### config.mk
export PLATFORM = sky130hd
export DESIGN_NAME = apb_master_bridge
export DESIGN_NICKNAME = d
export VERILOG_FILES = /design/src/rtl/apb_pkg.sv /design/src/rtl/apb_master_bridge.sv
export SDC_FILE = /design/constraint.sdc
export NUM_CORES = 1
export LEC_CHECK = 0
export ABC_AREA = 1
export BUFFER_PORTS_ARGS = -buffer_cell sky130_fd_sc_hd__buf_2
export CORE_MARGIN = 3
export CORE_UTILIZATION = 46
export CTS_CLUSTER_SIZE = 20
export DETAILED_ROUTE_END_ITERATION = 6
export MAX_ROUTING_LAYER = met4
export PLACE_DENSITY = 0.8
export SYNTH_ARGS = -nofsm -noshare
export SYNTH_HDL_FRONTEND = slang
export SYNTH_SLANG_ARGS = --single-unit
export TNS_END_PERCENT = 5
### constraint.sdc
create_clock -name pclk -period 3.3 [get_ports pclk]
set_input_delay 0 -clock pclk [delete_from_list [all_inputs] [get_ports pclk]]
set_output_delay 0 -clock pclk [all_outputs]
set_load 0.05 [all_outputs]
### src/rtl/apb_pkg.sv
// Shared state encoding and width defaults for the APB requester.
package apb_pkg;

    localparam int APB_ADDR_WIDTH = 32;
    localparam int APB_DATA_WIDTH = 32;

    typedef enum logic [1:0] {
        IDLE   = 2'd0,
        SETUP  = 2'd1,
        ACCESS = 2'd2,
        RESP   = 2'd3
    } apb_master_state_t;

endpackage

### src/rtl/apb_master_bridge.sv
// APB requester: single-beat valid/ready commands become APB SETUP/ACCESS transfers.
// Optional ACCESS-phase timeout is built in when APB_MASTER_TIMEOUT_EN is defined.
//
// state  | meaning
// IDLE   | cmd_ready high, waiting for a command
// SETUP  | psel=1, penable=0, exactly one cycle
// ACCESS | psel=1, penable=1 until pready (or timeout)
// RESP   | rsp_valid=1, fields held until rsp_ready
module apb_master_bridge
    import apb_pkg::*;
#(
    parameter int ADDR_WIDTH     = APB_ADDR_WIDTH,
    parameter int DATA_WIDTH     = APB_DATA_WIDTH,
    parameter int TIMEOUT_CYCLES = 16
) (
    input  logic                  pclk,
    input  logic                  preset,
    input  logic                  cmd_valid,
    output logic                  cmd_ready,
    input  logic                  cmd_write,
    input  logic [ADDR_WIDTH-1:0] cmd_addr,
    input  logic [DATA_WIDTH-1:0] cmd_wdata,
    output logic                  psel,
    output logic                  penable,
    output logic                  pwrite,
    output logic [ADDR_WIDTH-1:0] paddr,
    output logic [DATA_WIDTH-1:0] pwdata,
    input  logic [DATA_WIDTH-1:0] prdata,
    input  logic                  pready,
    input  logic                  pslverr,
    output logic                  rsp_valid,
    input  logic                  rsp_ready,
    output logic [DATA_WIDTH-1:0] rsp_rdata,
    output logic                  rsp_err,
    output logic                  rsp_timeout
);

    if (TIMEOUT_CYCLES < 1) begin : g_bad_timeout
        $error("apb_master_bridge: TIMEOUT_CYCLES must be >= 1");
    end

    apb_master_state_t     state_q, state_d;
    logic                  psel_q, psel_d;
    logic                  penable_q, penable_d;
    logic                  pwrite_q, pwrite_d;
    logic [ADDR_WIDTH-1:0] paddr_q, paddr_d;
    logic [DATA_WIDTH-1:0] pwdata_q, pwdata_d;
    logic                  rsp_valid_q, rsp_valid_d;
    logic [DATA_WIDTH-1:0] rsp_rdata_q, rsp_rdata_d;
    logic                  rsp_err_q, rsp_err_d;

`ifdef APB_MASTER_TIMEOUT_EN
    localparam int TMO_W = $clog2(TIMEOUT_CYCLES + 1);

    // Down-counter loaded on ACCESS entry; terminal count 1 means this is the last allowed cycle.
    logic [TMO_W-1:0]      tmo_cnt_q, tmo_cnt_d;
    logic                  rsp_timeout_q, rsp_timeout_d;

    assign rsp_timeout = rsp_timeout_q;
`else
    assign rsp_timeout = 1'b0;
`endif

    assign cmd_ready = (state_q == IDLE) && !preset;
    assign psel      = psel_q;
    assign penable   = penable_q;
    assign pwrite    = pwrite_q;
    assign paddr     = paddr_q;
    assign pwdata    = pwdata_q;
    assign rsp_valid = rsp_valid_q;
    assign rsp_rdata = rsp_rdata_q;
    assign rsp_err   = rsp_err_q;

    always_comb begin
        state_d     = state_q;
        psel_d      = psel_q;
        penable_d   = penable_q;
        pwrite_d    = pwrite_q;
        paddr_d     = paddr_q;
        pwdata_d    = pwdata_q;
        rsp_valid_d = rsp_valid_q;
        rsp_rdata_d = rsp_rdata_q;
        rsp_err_d   = rsp_err_q;
`ifdef APB_MASTER_TIMEOUT_EN
        tmo_cnt_d     = tmo_cnt_q;
        rsp_timeout_d = rsp_timeout_q;
`endif

        unique case (state_q)
            IDLE: begin
                if (cmd_valid && cmd_ready) begin
                    state_d   = SETUP;
                    psel_d    = 1'b1;
                    penable_d = 1'b0;
                    pwrite_d  = cmd_write;
                    paddr_d   = cmd_addr;
                    pwdata_d  = cmd_write ? cmd_wdata : '0;
                end
            end

            SETUP: begin
                state_d   = ACCESS;
                penable_d = 1'b1;
`ifdef APB_MASTER_TIMEOUT_EN
                tmo_cnt_d = TMO_W'(TIMEOUT_CYCLES);
`endif
            end

            ACCESS: begin
                // pready takes priority over an expiring timeout on the same edge
                if (pready) begin
                    state_d     = RESP;
                    psel_d      = 1'b0;
                    penable_d   = 1'b0;
                    rsp_valid_d = 1'b1;
                    rsp_rdata_d = pwrite_q ? '0 : prdata;
                    rsp_err_d   = pslverr;
`ifdef APB_MASTER_TIMEOUT_EN
                    rsp_timeout_d = 1'b0;
                end else if (tmo_cnt_q == TMO_W'(1)) begin
                    state_d       = RESP;
                    psel_d        = 1'b0;
                    penable_d     = 1'b0;
                    rsp_valid_d   = 1'b1;
                    rsp_rdata_d   = '0;
                    rsp_err_d     = 1'b1;
                    rsp_timeout_d = 1'b1;
                end else begin
                    tmo_cnt_d = tmo_cnt_q - TMO_W'(1);
`endif
                end
            end

            RESP: begin
                if (rsp_ready) begin
                    state_d     = IDLE;
                    rsp_valid_d = 1'b0;
                end
            end
        endcase
    end

    always_ff @(posedge pclk or posedge preset) begin
        if (preset) begin
            state_q     <= IDLE;
            psel_q      <= 1'b0;
            penable_q   <= 1'b0;
            pwrite_q    <= 1'b0;
            paddr_q     <= '0;
            pwdata_q    <= '0;
            rsp_valid_q <= 1'b0;
            rsp_rdata_q <= '0;
            rsp_err_q   <= 1'b0;
`ifdef APB_MASTER_TIMEOUT_EN
            tmo_cnt_q     <= '0;
            rsp_timeout_q <= 1'b0;
`endif
        end else begin
            state_q     <= state_d;
            psel_q      <= psel_d;
            penable_q   <= penable_d;
            pwrite_q    <= pwrite_d;
            paddr_q     <= paddr_d;
            pwdata_q    <= pwdata_d;
            rsp_valid_q <= rsp_valid_d;
            rsp_rdata_q <= rsp_rdata_d;
            rsp_err_q   <= rsp_err_d;
`ifdef APB_MASTER_TIMEOUT_EN
            tmo_cnt_q     <= tmo_cnt_d;
            rsp_timeout_q <= rsp_timeout_d;
`endif
        end
    end

endmodule

==> results_dict.tcl <==
set metrics [dict create \
    drive_above_1_share_pct 29.8 \
    drtIter0Drc 167 \
    floorplan.initialDensity_pct 47.5 \
    final_antenna_net_count 0 \
    switching_share_pct 54.8 \
    sequentialPowerShare_pct 32.2 \
    insertion_delay_ns 0.34 \
    timing.rr.start "state_q[0]" \
    h-tree-depth 3 \
    num_io_pins 206 \
    hold_start "cmd_write" \
    synth_fp_nets 576 \
    postCtsHoldBufs 99 \
    outcome "finished clean" \
    crit_type "register to register" \
    grt_util_all_layers_pct 25.4 \
    cts_setup_buffers 0 \
    critPathMaxFanout 68 \
    globalplace.congestion 0.821 \
    worst_slew_pin_slew_ns 0.985 \
    leakage_nw 3.65 \
    die_w_um 101 \
    dp_hpwl_mm 7.21 \
    antenna_found_initial 1 \
    critPathLaunch "state_q[0]" \
    startpoint_type "register" \
    setup_ws_ns 1.09 \
    power_density_nw_per_um2 1060 \
    grt.overflow.total 0 \
    path_clk_slew_ns 0.09 \
    drv_slew 0 \
    fin_cells 874 \
    fin_setup_tns_ns 0 \
    portBuffers 204 \
    ys_types 19 \
    synth_seq_cells 103 \
    dp.cells 758 \
    num_vias 4198 \
    die_h_um 101 \
    combPwrFrac_pct 56.3 \
    power.internal_mw 3.04 \
    place_ws_ns 1.15 \
    worstPathArrival_ns 2.49 \
    finalCritPeriodShare_pct 67.1 \
    synth_ff_type "dfrtp_1" \
    final.min_clock_period_ns 2.21 \
    synthCells 469 \
    setup_viol 0 \
    fin_area_um2 6340 \
    hp-class "primary input to register" \
    async_reset_ff_share_pct 100 \
    synth_edf_count 0 \
    critPathRequiredTime_ns 3.57 \
    crit_path_end_kind "register" \
    finClkSkew_ns 0.00984 \
    ir_drop_v 0.000659 \
    pwr-share-clk_pct 11.5 \
    hold_viol 0 \
    grt_pass1_vias 4210 \
    cts_resized 0 \
    cts_buffers 9 \
    placed_cell_area_um2 5150 \
    slowest_delay_ns 0.58 \
    detail_route.first_pass.iterations 5 \
    max_clock_freq_mhz 452 \
    power.total_mw 6.74 \
    grt_setup_unrepaired "false" \
    cts_sinks 103 \
    utilization_pct 72.4 \
    hold_slack_ns 0.0269 \
    syn-cell-area_um2 4160 \
    p_sw_mw 3.69 \
    clockRootBuffer "clkbuf_8" \
    drcViolationCount 0 \
    cts.path.max_buffers 2 \
    vias_per_cell 4.80 \
    slew_headroom_pct 34.1 \
    wire_per_inst_um 14.5 \
    die_area_um2 10200 \
    slowest_stage "inv_2" \
    fin_nets 867 \
    drt_wl_total_mm 12.7 \
    syn_avg_cell_area_um2 8.88 \
    ys_warn_count 0 \
    fp-row-count 34 \
    area_delta_synth_final_pct 52.3 \
    grt_pass1_wl_mm 19.9 \
    crit_chain "inv_1 > ha_1 > inv_2 > nor2_4 > nand2_4 > inv_2 > nand2_1 > nand2_1" \
    grt_max_degree 81 \
    cts_tree "built" \
    ys_seq_area_share_pct 61.9 \
    max_cap_viol_count 0 \
    coreArea_um2 8760 \
]
cell families (layout without fill, tap and decap cells):
kind of cell	Yosys count	in the layout	share of synthesized area [%]
and+or+nand+nor	289	289	27.1
other	1	2	0.0901
DFF	103	103	61.9
buffers and inverters	37	333	5.50
adders and majority gates	4	4	1.20
AOI/OAI and AO/OA	35	35	4.21
power groups by stage:
stage | logic, mW | clock network, mW | registers (mW)
floorplan | 0.864 | 0 | 4.10
global placement | 3.61 | 0 | 2.14
detailed placement | 3.67 | 0 | 2.15
CTS | 3.76 | 0.804 | 2.14
global route | 4.03 | 0.848 | 2.22
finish | 3.79 | 0.774 | 2.17
worst max-delay path: cells and delay by family, from the launching register on:
kind / cells / cell delay (ns)
buffers and inverters: 3 / 0.74
AND/OR/NAND/NOR: 4 / 0.76
adder cells (fa/ha/maj): 1 / 0.20
flip-flops: 1 / 0.42
flip-flops by register name, summed over array words and instances, names as in the netlist:
signal	count
pwrite	1
rsp_err	1
psel	1
state_q	2
rsp_rdata	32
paddr	32
penable	1
pwdata	32
rsp_valid	1
synthesized netlist by cell type (2+ instances only):
cell type / instances / area share [%]
buf_2: 6 / 0.72
buf_4: 4 / 0.72
buf_6: 9 / 2.4
clkbuf_1: 5 / 0.45
dfrtp_1: 103 / 62
ha_1: 4 / 1.2
inv_1: 11 / 0.99
inv_2: 2 / 0.18
nand2_1: 274 / 25
nand3_1: 5 / 0.60
nor2_1: 5 / 0.45
o21ai_0: 34 / 4.1
final cells by class:
class                      instances  area [um^2]
multi-input combinational        329         1360
antenna                            1         2.50
inverter                          13         51.3
sequential                       103         2580
clock inverter                     5         57.6
timing repair buffer             304         2020
tap                              108          135
clock buffer                      11          141
fill                             632         2420
per-layer routing:
layer	share of wire, %	track usage (%)
met4	4.1	11.1
met3	5.5	4.41
met2	52	44.2
met5	0	-
met1	38	28.6
cell usage in the layout, fill, tap and decap left out, types with 2 or more instances in the layout:
master         Yosys  final
nand3_1            5      5
clkinvlp_4         0      3
inv_1             11     10
dfrtp_1          103    103
inv_2              2      2
clkbuf_8           0     10
dlygate4sd3_1      0     99
o21ai_0           34     34
buf_2              6    204
nand2_1          274    274
nor2_1             5      5
ha_1               4      4
path summary, 6_finish.rpt:
| check | slack [ns] | endpoint | depth (start not counted) |
|---|---|---|---|
| setup / recovery | 1.09 | paddr[21] | 8 |
| setup reg to reg | 1.09 | paddr[21] | 8 |
| min in group asynchronous | 0.49 | rsp_rdata[23] | 3 |
| hold reg to reg | 0.47 | rsp_err | 2 |
| max in group asynchronous | 1.94 | rsp_rdata[8] | 4 |
| hold / removal | 0.03 | pwrite | 3 |
Note: power is estimated with default switching activity, not from simulation.
